`config.mk`:
```
export PLATFORM = sky130hd
export DESIGN_NAME = mips_alu_seq_flat
export DESIGN_NICKNAME = d
export VERILOG_FILES = /design/src/rtl/mips_alu_seq_if.sv /design/src/rtl/mips_alu_seq.sv /design/src/flat_wrapper.sv
export SDC_FILE = /design/constraint.sdc
export NUM_CORES = 1
export LEC_CHECK = 0
export BUFFER_PORTS_ARGS = -buffer_cell sky130_fd_sc_hd__buf_2
export CORE_ASPECT_RATIO = 1.5
export CORE_UTILIZATION = 43
export DETAILED_ROUTE_END_ITERATION = 12
export SLEW_MARGIN = 20
export SYNTH_ARGS = -nofsm -noshare
export SYNTH_HDL_FRONTEND = slang
export SYNTH_SLANG_ARGS = --single-unit
```
`constraint.sdc`:
```
create_clock -name clock -period 10.7 [get_ports clock]
set_input_delay 2.14 -clock clock [delete_from_list [all_inputs] [get_ports clock]]
set_output_delay 2.14 -clock clock [all_outputs]
set_load 0.1 [all_outputs]
```
`src/rtl/mips_alu_seq_if.sv`:
```
// ============================================================================
//  Module      : mips_alu_seq_if
//  Description : Operand/result handshake bundle for the registered MIPS ALU.
//  Revision    : 1.0  initial release
// ============================================================================
`default_nettype none

interface mips_alu_seq_if #(
    parameter int WIDTH = 16
);
    logic             start;
    logic [WIDTH-1:0] in0;
    logic [WIDTH-1:0] in1;
    logic [2:0]       sel;
    logic             ready;
    logic             done;
    logic [WIDTH-1:0] result;
    logic             zero;

    modport master (
        output start, in0, in1, sel,
        input  ready, done, result, zero
    );

    modport slave (
        input  start, in0, in1, sel,
        output ready, done, result, zero
    );
endinterface

`default_nettype wire

```
`src/rtl/mips_alu_seq.sv`:
```
// ============================================================================
//  Module      : mips_alu_seq
//  Description : Registered MIPS ALU with single-cycle ops and a WIDTH-cycle
//                iterative shift-add multiply behind a start/ready handshake.
//  Revision    : 1.0  initial release
// ============================================================================
`default_nettype none

module mips_alu_seq #(
    parameter int WIDTH   = 16,
    parameter int SHAMT_W = $clog2(WIDTH)
) (
    input  wire logic     clock,
    input  wire logic     reset,
    mips_alu_seq_if.slave bus
);

    localparam logic [2:0] c_OP_ADD = 3'd0;
    localparam logic [2:0] c_OP_SUB = 3'd1;
    localparam logic [2:0] c_OP_SLT = 3'd2;
    localparam logic [2:0] c_OP_OR  = 3'd3;
    localparam logic [2:0] c_OP_AND = 3'd4;
    localparam logic [2:0] c_OP_SLL = 3'd5;
    localparam logic [2:0] c_OP_SRA = 3'd6;
    localparam logic [2:0] c_OP_MUL = 3'd7;

    localparam logic [SHAMT_W-1:0] c_CNT_LAST = SHAMT_W'(WIDTH - 1);

    typedef enum logic [0:0] {
        S_IDLE = 1'b0,
        S_BUSY = 1'b1
    } state_t;

    state_t             r_state,  w_state_nxt;
    logic [WIDTH-1:0]   r_mcand,  w_mcand_nxt;
    logic [WIDTH-1:0]   r_mplier, w_mplier_nxt;
    logic [WIDTH-1:0]   r_acc,    w_acc_nxt;
    logic [SHAMT_W-1:0] r_cnt,    w_cnt_nxt;
    logic [WIDTH-1:0]   r_result, w_result_nxt;
    logic               r_zero,   w_zero_nxt;
    logic               r_done,   w_done_nxt;

    logic               w_accept;
    logic [SHAMT_W-1:0] w_shamt;
    logic               w_lt;
    logic [WIDTH-1:0]   w_alu;
    logic [WIDTH-1:0]   w_acc_sum;

    assign w_accept  = bus.start && (r_state == S_IDLE);
    assign w_shamt   = bus.in1[SHAMT_W-1:0];
    assign w_lt      = $signed(bus.in0) < $signed(bus.in1);
    assign w_acc_sum = r_acc + (r_mplier[0] ? r_mcand : '0);

    // Single-cycle datapath; the MUL code is handled by the iterative engine.
    always_comb begin
        w_alu = '0;
        case (bus.sel)
            c_OP_ADD: w_alu = bus.in0 + bus.in1;
            c_OP_SUB: w_alu = bus.in0 - bus.in1;
            c_OP_SLT: w_alu = {{(WIDTH-1){1'b0}}, w_lt};
            c_OP_OR:  w_alu = bus.in0 | bus.in1;
            c_OP_AND: w_alu = bus.in0 & bus.in1;
            c_OP_SLL: w_alu = bus.in0 << w_shamt;
            c_OP_SRA: w_alu = $unsigned($signed(bus.in0) >>> w_shamt);
            default:  w_alu = '0;
        endcase
    end

    always_comb begin
        w_state_nxt  = r_state;
        w_mcand_nxt  = r_mcand;
        w_mplier_nxt = r_mplier;
        w_acc_nxt    = r_acc;
        w_cnt_nxt    = r_cnt;
        w_result_nxt = r_result;
        w_zero_nxt   = r_zero;
        w_done_nxt   = 1'b0;

        case (r_state)
            S_IDLE: begin
                if (w_accept) begin
                    if (bus.sel == c_OP_MUL) begin
                        w_mcand_nxt  = bus.in0;
                        w_mplier_nxt = bus.in1;
                        w_acc_nxt    = '0;
                        w_cnt_nxt    = '0;
                        w_state_nxt  = S_BUSY;
                    end else begin
                        w_result_nxt = w_alu;
                        w_zero_nxt   = (w_alu == '0);
                        w_done_nxt   = 1'b1;
                    end
                end
            end
            S_BUSY: begin
                w_acc_nxt    = w_acc_sum;
                w_mcand_nxt  = r_mcand << 1;
                w_mplier_nxt = r_mplier >> 1;
                w_cnt_nxt    = r_cnt + SHAMT_W'(1);
                // Last iteration: publish the sum including this step's partial product.
                if (r_cnt == c_CNT_LAST) begin
                    w_result_nxt = w_acc_sum;
                    w_zero_nxt   = (w_acc_sum == '0);
                    w_done_nxt   = 1'b1;
                    w_state_nxt  = S_IDLE;
                end
            end
            default: w_state_nxt = S_IDLE;
        endcase
    end

    always_ff @(posedge clock) begin
        if (reset) begin
            r_state  <= S_IDLE;
            r_mcand  <= '0;
            r_mplier <= '0;
            r_acc    <= '0;
            r_cnt    <= '0;
            r_result <= '0;
            r_zero   <= 1'b1;
            r_done   <= 1'b0;
        end else begin
            r_state  <= w_state_nxt;
            r_mcand  <= w_mcand_nxt;
            r_mplier <= w_mplier_nxt;
            r_acc    <= w_acc_nxt;
            r_cnt    <= w_cnt_nxt;
            r_result <= w_result_nxt;
            r_zero   <= w_zero_nxt;
            r_done   <= w_done_nxt;
        end
    end

    assign bus.ready  = (r_state == S_IDLE);
    assign bus.done   = r_done;
    assign bus.result = r_result;
    assign bus.zero   = r_zero;

endmodule

`default_nettype wire

```
`src/flat_wrapper.sv`:
```
// flat-port wrapper written by rule: the top's interface ports become plain ports
module mips_alu_seq_flat 
#(
    parameter int WIDTH   = 16,
    parameter int SHAMT_W = $clog2(WIDTH)
)
  (clock, reset, bus_start, bus_in0, bus_in1, bus_sel, bus_ready, bus_done, bus_result, bus_zero);
  mips_alu_seq_if #(.WIDTH(WIDTH)) bus_i ();
  input  wire logic clock;
  input  wire logic reset;
  input wire logic [$bits(bus_i.start)-1:0] bus_start;
  input wire logic [$bits(bus_i.in0)-1:0] bus_in0;
  input wire logic [$bits(bus_i.in1)-1:0] bus_in1;
  input wire logic [$bits(bus_i.sel)-1:0] bus_sel;
  output wire logic [$bits(bus_i.ready)-1:0] bus_ready;
  output wire logic [$bits(bus_i.done)-1:0] bus_done;
  output wire logic [$bits(bus_i.result)-1:0] bus_result;
  output wire logic [$bits(bus_i.zero)-1:0] bus_zero;
  assign bus_i.start = bus_start;
  assign bus_i.in0 = bus_in0;
  assign bus_i.in1 = bus_in1;
  assign bus_i.sel = bus_sel;
  assign bus_ready = bus_i.ready;
  assign bus_done = bus_i.done;
  assign bus_result = bus_i.result;
  assign bus_zero = bus_i.zero;
  mips_alu_seq #(.WIDTH(WIDTH), .SHAMT_W(SHAMT_W)) u_core (.clock(clock), .reset(reset), .bus(bus_i));
endmodule
```
### After elaboration in Yosys (flattened, before gate mapping)

Cells that the tools add are included.

* muxes and demuxes: 30
* bitwise operators: 3
* reduce and logical (&&, ||, !) cells: 6
* equality and inequality tests: 12
* magnitude comparators: 1
* add/sub/neg operators: 4
* shift operators: 2

Operators with widths (count)
* 2-to-1 mux 16 bit: 10
* one-hot mux 16 bit (2 select lines): 4
* one-hot mux 16 bit (7 select lines): 1
* adder 16 bit: 2
* logical NOT 16 bit: 2
* bitwise AND 16 bit: 1
* < comparator 16 bit: 1
* OR 16 bit: 1
* << shifter 16 x 4 -> 16 bit: 1
* >>> shifter 16 x 4 -> 16 bit: 1
* subtractor 16 bit: 1
* equality test 3 bit, second input constant: 4
* 2-to-1 mux 1 bit: 9
* 2-to-1 mux 4 bit: 2
* one-hot mux 4 bit (2 select lines): 1
* equality test 3 x 2 -> 1 bit, second input constant: 2
* one-hot mux 1 bit (2 select lines): 3
* adder 4 x 1 -> 4 bit, second input constant: 1
* equality test 4 bit, second input constant: 1
* inequality test 2 x 1 -> 1 bit, second input constant: 2
* inequality test 2 bit, second input constant: 2
* equality test 3 x 1 -> 1 bit, second input constant: 1
* logical NOT 3 bit: 1
* AND reduction 3 bit: 1
* 3 further kinds: 3

* word-level logic and storage cells: 66
* register bits: 71

### Depth between registers and ports, before layout

Gate-level depths: netlist of the first run.

* word-level depth: 6
* gate-level depth with buffers: 14
* gate-level depth less buffers: 13

### Worst setup path after synthesis of the first run

OpenSTA, ideal clock, no wires.

* path kind: input -> register
* start: input port bus_in1[2]
* end: register u_core.r_result[13] (netlist: u_core.bus.result[13])
* cell stages on the path: 14
* path slack: 5.609 ns
* setup time: 0.070 ns
* buffers on the path: 3
* data arrival time: 5.020 ns
* cells stage by stage: buf_2 -> buf_2 -> inv_2 -> buf_1 -> ha_1 -> inv_1 -> nand3_1 -> a21oi_1 -> o41ai_2 -> or4_1 -> a32oi_1 -> nor3_1 -> or3_1 -> a21oi_1

* word-level cells in the longest chain between the ends: 5

Ends and longest elaborated chain
* start: declaration: line flat_wrapper.sv:13 `input wire logic [$bits(bus_i.in1)-1:0] bus_in1;`
* subtractor 16 bit (tied with other cells): line mips_alu_seq.sv:59 `c_OP_SUB: w_alu = bus.in0 - bus.in1;`
* one-hot mux 16 bit (7 select lines) *: line mips_alu_seq.sv:57 `case (bus.sel)`
* 2-to-1 mux 16 bit *: line mips_alu_seq.sv:82 `if (bus.sel == c_OP_MUL) begin`
* 2-to-1 mux 16 bit *: line mips_alu_seq.sv:81 `if (w_accept) begin`
* one-hot mux 16 bit (2 select lines) *: line mips_alu_seq.sv:79 `case (r_state)`
* end signal: assignment: line mips_alu_seq.sv:128 `r_result <= w_result_nxt;`
* end: declaration: line mips_alu_seq.sv:39 `logic [WIDTH-1:0] r_result, w_result_nxt;`

Every way passes the cells marked *; elsewhere a longest branch is shown, timed or not. The select of a mux whose other input is x is not followed.
A chain may end at the register's enable or synchronous reset.

### Final worst setup path of the first run

* start: input port bus_in1[2]
* end: register u_core.r_zero (netlist: u_core.bus.zero)

* word-level cells in the longest chain between the ends: 6

Ends and longest elaborated chain
* subtractor 16 bit (tied with other cells): line mips_alu_seq.sv:59
* one-hot mux 16 bit (7 select lines) *: line mips_alu_seq.sv:57
* logical NOT 16 bit *: line mips_alu_seq.sv:90 `w_zero_nxt = (w_alu == '0);`
* 2-to-1 mux 1 bit *: line mips_alu_seq.sv:82
* 2-to-1 mux 1 bit *: line mips_alu_seq.sv:81
* one-hot mux 1 bit (2 select lines) *: line mips_alu_seq.sv:79
* end signal: assignment: line mips_alu_seq.sv:129 `r_zero <= w_zero_nxt;`
* end: declaration: line mips_alu_seq.sv:40 `logic r_zero, w_zero_nxt;`

Marked as above.

==> impl_metrics.env, run 1 <==
export IMPL_routed_wl_microns=25200
export IMPL_overflow=0
export IMPL_root_buffer="clkbuf_16"
export IMPL_crit_required_ps=10970
export IMPL_synth_seq_area_share_pct=18.9
export IMPL_syn_avg_cell_area_sq_um=7.70
export IMPL_holdCritPathClass="register to register"
export IMPL_tightest_slew_ps=1060
export IMPL_max_freq_mhz=181
export IMPL_avgRoutedWirePerCell_microns=21.0
export IMPL_async_reset_ff_share_pct=0
export IMPL_synthesis_nets=1090
export IMPL_num_io_pins=57
export IMPL_grt_pass1_wl_microns=39700
export IMPL_slew_headroom_pct=29.2
export IMPL_grt_use_total_pct=28.8
export IMPL_h_tree_depth=3
export IMPL_grt_pass1_vias=7222
export IMPL_fillCellCount=1786
export IMPL_fin_crit_sh_pct=51.5
export IMPL_layout_setup_ws_ps=5190
export IMPL_dp_cells=1189
export IMPL_final_setup_tns_ps=0
export IMPL_synthesis_area_sq_um=7540
export IMPL_layout_nets=1101
export IMPL_core_sq_um=17000
export IMPL_drt_pass1_iterations=5
export IMPL_clock_skew_ps=6.50
export IMPL_ys_warn_count=0
export IMPL_clkTransAtPathRegs_ps=60
export IMPL_status="finished clean"
export IMPL_diodes=0
export IMPL_clock_sinks=71
export IMPL_cts_hold_buf=0
export IMPL_hold_path_depth=2
export IMPL_path_max_fanout=43
export IMPL_yosysMostFrequentCell="nor2_1"
export IMPL_crit_type="input port to register"
export IMPL_gp_congestion=0.997
export IMPL_ys_flop_type="dfxtp_1"
export IMPL_ys_types=75
export IMPL_fin_util_pct=48.1
export IMPL_hold_viol=0
export IMPL_holdWs_ps=445
export IMPL_power_density_nw_per_um2=110
export IMPL_setup_violations=0
export IMPL_die_height_microns=164
export IMPL_slew_viol_final=0
export IMPL_stdcell_area_sq_um=8170
export IMPL_instances_no_fill=1203
export IMPL_synthCells=979
export IMPL_synth_top_area_share_pct=18.9
export IMPL_ff2ff_path_depth=12
export IMPL_crit_arrival_ps=5780
export IMPL_grt_start_max_net_pins=72
export IMPL_p_leak_nw=3.39
export IMPL_total_power_mw=0.898
export IMPL_ys_ff_latch=71
export IMPL_clock_latency_ps=330
export IMPL_startpoint_type="input port"
export IMPL_synth_common_cells="99 x nor2_1, 83 x nand2_1, 80 x a21oi_1"
export IMPL_endpoint_kind="register"
export IMPL_cts_tree="yes"
export IMPL_fin_crit_ps=5510
export IMPL_drc=0
export IMPL_portBuffers=56
export IMPL_via_per_inst=6.28
export IMPL_cts_buffers=9
export IMPL_clock_path_buffers=2
export IMPL_num_vias=7550
export IMPL_antenna_found_initial=0
export IMPL_max_cap_viol_count=0
export IMPL_post_cts_buffers=0
export IMPL_grt_setup_unrepaired="false"
export IMPL_postCtsResizedCells=0
export IMPL_place_ws_ps=4880
export IMPL_synthTopCellsByArea="dfxtp_1 19%, ha_1 12%, mux2i_1 6.9%"
export IMPL_die_area_sq_um=18100
export IMPL_ant_nets=0
export IMPL_ir_drop_mv=0.0683
export IMPL_area_delta_synth_final_pct=8.40
export IMPL_rows=58
export IMPL_drt_iter0_drc=493
export IMPL_dieWidth_microns=110
export IMPL_start_util_pct=44.4
export IMPL_yosys_area_top_type="dfxtp_1"
export IMPL_synth_edff_count=0
export IMPL_placed_area_sq_um=7880
export IMPL_drive_gt1_share_pct=12.2
export IMPL_hpwl_microns=19700
==> cell usage in the layout (no fill, tap or decap), types with 9 or more instances in the layout <==
cell type / synthesis / final
a21oi_1: 80 / 80
a21o_1: 9 / 9
o21ai_0: 55 / 54
mux2i_1: 52 / 52
o21bai_1: 11 / 11
dfxtp_1: 71 / 70
buf_4: 1 / 11
nand3_1: 9 / 9
o221ai_1: 9 / 9
nor2_1: 99 / 99
clkbuf_16: 0 / 9
and2_1: 19 / 19
nand2_1: 83 / 83
a221oi_1: 12 / 12
o211ai_1: 14 / 14
inv_1: 57 / 57
nand2b_1: 10 / 10
mux4_2: 15 / 15
nor3_1: 22 / 22
o22ai_1: 12 / 12
buf_2: 14 / 56
ha_1: 70 / 70
a211oi_1: 39 / 39
xnor2_1: 13 / 13
==> critical path, stage by stage <==
cell       delay, ps
buf_2            620
inv_2            390
ha_1             460
nor2b_1          180
nor2_1            60
o21bai_1         170
xnor2_1           90
a2111oi_0        840
nand4b_1         230
nor4_1           310
nand4b_1         150
o21ai_2          140
==> final timing paths <==
kind / from / end / slack, ps
setup / recovery: bus_in1[2] / u_core.bus.zero$_SDFFE_PP1P_ / 5190
setup reg to reg: u_core.r_mplier[0]$_SDFFE_PP0P_ / u_core.bus.zero$_SDFFE_PP1P_ / 7000
hold reg to reg: u_core.bus.result[6]$_SDFFE_PP0P_ / u_core.bus.result[6]$_SDFFE_PP0P_ / 440
hold / removal: u_core.bus.result[6]$_SDFFE_PP0P_ / u_core.bus.result[6]$_SDFFE_PP0P_ / 440
==> flip-flops by register name, summed over array words and instances, names as in the netlist <==
name / flops
u_core.bus.done: 1
u_core.bus.result: 16
u_core.bus.zero: 1
u_core.r_acc: 16
u_core.r_cnt: 4
u_core.r_mcand: 16
u_core.r_mplier: 16
u_core.r_state: 1
==> where the power goes <==
part	total (mW)	switching [mW]	leakage (nW)	internal, mW
logic	0.312	0.212	2.67	0.101
clock network	0.299	0.115	0.140	0.183
registers	0.287	0.00864	0.579	0.278
==> cell families after synthesis <==
kind of cell / after synthesis / synth area share (%)
and+or+nand+nor: 294 / 18.4
xor gates and xnor gates: 16 / 1.86
adders and majority gates: 73 / 12.4
buffers and inverters: 128 / 6.76
AOI/OAI and AO/OA: 322 / 29.1
DFF: 71 / 18.9
muxes: 75 / 12.6
==> layout make-up <==
| type | instances | area [sq um] | area share, % |
|---|---|---|---|
| Clock buffer | 10 | 239 | 2.92 |
| Clock inverter | 4 | 47.5 | 0.582 |
| Inverter | 61 | 229 | 2.80 |
| Multi-Input combinational cell | 780 | 5610 | 68.6 |
| Sequential cell | 71 | 1420 | 17.4 |
| Tap cell | 210 | 263 | 3.22 |
| Timing Repair Buffer | 67 | 363 | 4.44 |
==> layer usage <==
layer	wire (microns)	track usage, %
met2	12700	50.4
met4	1200	14.2
met3	974	2.58
met1	10300	34.7
met5	0	0
Note: power is estimated with default switching activity, not from simulation.
==> run 2, diff against run 1 <==
==> constraint.sdc (replaced) <==
create_clock -name clock -period 5.1 [get_ports clock]
set_input_delay 1.02 -clock clock [delete_from_list [all_inputs] [get_ports clock]]
set_output_delay 1.02 -clock clock [all_outputs]
set_load 0.1 [all_outputs]
==> run 2 against run 1 <==
Flip-flop and latch count is the same. Clock skew grew 1.3 ps. Register-to-register slack lost 5700 ps. Core utilization grew 0.27 points. Sequential share of layout area shrank 0.098 points. Total power grew 110%. Setup slack lost 4100 ps. Non-clock buffer count grew 4. Critical path type unchanged. Largest power group unchanged.
==> impl_metrics.env, run 2 (same netlist as run 1, synthesis figures left out) <==
export IMPL_cts_hold_buf=0
export IMPL_path_delay_family="simple AND/OR/NAND/NOR gates"
export IMPL_avgRoutedWirePerCell_microns=21.0
export IMPL_area_delta_synth_final_pct=9.01
export IMPL_final_cell_mix="99 x nor2_1, 83 x nand2_1, 80 x a21oi_1"
export IMPL_grt_start_max_net_pins=55
export IMPL_crit_arrival_ps=4250
export IMPL_p_leak_nw=3.41
export IMPL_startpoint_type="input port"
export IMPL_crit_type="input port to register"
export IMPL_mostFrequentLayoutCell="nor2_1"
export IMPL_routed_wl_microns=25400
export IMPL_root_buffer="clkbuf_16"
export IMPL_grt_pass1_wl_microns=39500
export IMPL_via_per_inst=6.23
export IMPL_post_cts_buffers=0
export IMPL_path_max_fanout=15
export IMPL_cts_tree="yes"
export IMPL_final_setup_tns_ps=0
export IMPL_dp_cells=1193
export IMPL_hold_viol=0
export IMPL_clock_path_buffers=2
export IMPL_placed_area_sq_um=7910
export IMPL_holdCritPathClass="register to register"
export IMPL_drt_iter0_drc=463
export IMPL_fin_crit_ps=4000
export IMPL_die_area_sq_um=18100
export IMPL_holdWs_ps=450
export IMPL_overflow=0
export IMPL_postCtsResizedCells=0
export IMPL_drive_gt1_share_pct=12.8
export IMPL_layout_nets=1105
export IMPL_slew_headroom_pct=28.1
export IMPL_crit_required_ps=5360
export IMPL_clock_skew_ps=7.79
export IMPL_status="finished clean"
export IMPL_max_freq_mhz=250
export IMPL_wl_met3_microns=1030
export IMPL_clock_sinks=71
export IMPL_drt_met1_wl_microns=10300
export IMPL_fillCellCount=1789
export IMPL_slew_viol_final=0
export IMPL_path_buf_inv=2
export IMPL_tightest_slew_ps=1080
export IMPL_start_util_pct=44.4
export IMPL_drt_pass1_iterations=5
export IMPL_max_stage_delay_ps=480
export IMPL_max_cap_viol_count=0
export IMPL_path_cells="buf_2 -> clkinv_1 -> ha_1 -> nor2_1 -> nand3_1 -> a21oi_1 -> o41ai_2 -> or4_1 -> a32oi_1 -> nor3_1 -> or3_1 -> a21oi_1"
export IMPL_crit_cells=12
export IMPL_rows=58
export IMPL_clock_latency_ps=340
export IMPL_hpwl_microns=19600
export IMPL_wl_met2_microns=12800
export IMPL_hp_start="u_core.bus.result[1]$_SDFFE_PP0P_"
export IMPL_ir_drop_mv=0.166
export IMPL_reg2reg_from="u_core.r_mplier[0]$_SDFFE_PP0P_"
export IMPL_endpoint_kind="register"
export IMPL_antenna_found_initial=0
export IMPL_die_height_microns=164
export IMPL_power_density_nw_per_um2=232
export IMPL_multi_input_area_sq_um=5610
export IMPL_dieWidth_microns=110
export IMPL_num_vias=7538
export IMPL_dr_max_layer_used="met4"
export IMPL_total_power_mw=1.91
export IMPL_crit_path_frequent_cell="a21oi_1"
export IMPL_critical_path_endpoint="u_core.bus.result[13]$_SDFFE_PP0P_"
export IMPL_h_tree_depth=3
export IMPL_setup_violations=0
export IMPL_instances_no_fill=1209
export IMPL_core_sq_um=17000
export IMPL_drc=0
export IMPL_num_io_pins=57
export IMPL_crit_slowest_cell="ha_1"
export IMPL_ant_nets=0
export IMPL_cts_buffers=9
export IMPL_regArea_sq_um=1420
export IMPL_grt_use_total_pct=28.9
export IMPL_portBuffers=56
export IMPL_fin_crit_sh_pct=78.4
export IMPL_gp_congestion=0.953
export IMPL_grt_pass1_vias=7335
export IMPL_stdcell_area_sq_um=8220
export IMPL_clkTransAtPathRegs_ps=60
export IMPL_ff2ff_path_depth=12
export IMPL_reg2reg_to="u_core.bus.zero$_SDFFE_PP1P_"
export IMPL_regToRegSetupSlack_ps=1320
export IMPL_crit_start="bus_in1[3]"
export IMPL_grt_setup_unrepaired="false"
export IMPL_diodes=0
## run 2: area by class of cell
| class | instances | share of cell area (%) |
|---|---|---|
| sequential | 71 | 17.3 |
| clock buffer | 9 | 2.74 |
| multi-input combinational | 780 | 68.3 |
| inverter | 61 | 2.79 |
| timing repair buffer | 71 | 4.78 |
| clock inverter | 7 | 0.883 |
| tap | 210 | 3.20 |
## run 2: power breakdown
group / leakage (nW) / internal, mW / switching [mW]
registers: 0.579 / 0.584 / 0.0209
clock network: 0.142 / 0.380 / 0.266
logic: 2.69 / 0.214 / 0.444
total: 3.41 / 1.18 / 0.731
## run 2: routing by layer
metal,up-vias,track usage (%)
met5,-,0
met4,0,14.7
met1,3576,34.1
met2,242,50.8
li1,3647,-
met3,73,2.98
## run 2: worst min-delay path: cells and delay by family (launching register included)
kind,cells,cell delay (ps)
AO/OA/AOI/OAI,1,50
AND/OR/NAND/NOR,1,50
flip-flops,1,310
## run 2: worst min-delay path by stage
stage                                        endpoint  slack, ps  depth (start not counted)
floorplan                u_core.r_acc[2]$_SDFFE_PP0P_        440                          2
detailed placement  u_core.bus.result[5]$_SDFFE_PP0P_        450                          2
global placement    u_core.bus.result[7]$_SDFFE_PP0P_        440                          2
global route            u_core.r_acc[10]$_SDFFE_PP0P_        480                          2
finish              u_core.bus.result[1]$_SDFFE_PP0P_        450                          2
CTS                 u_core.bus.result[8]$_SDFFE_PP0P_        450                          2
## run 2: per-stage QoR
| step | utilization (%) | worst slack [ps] |
|---|---|---|
| after CTS | 48.4 | 1130 |
| after floorplan | - | 1130 |
| after detailed placement | 46.6 | 808 |
| after global routing | 48.4 | 875 |
| final | 48.4 | 1100 |
| after global placement | 46.6 | 869 |
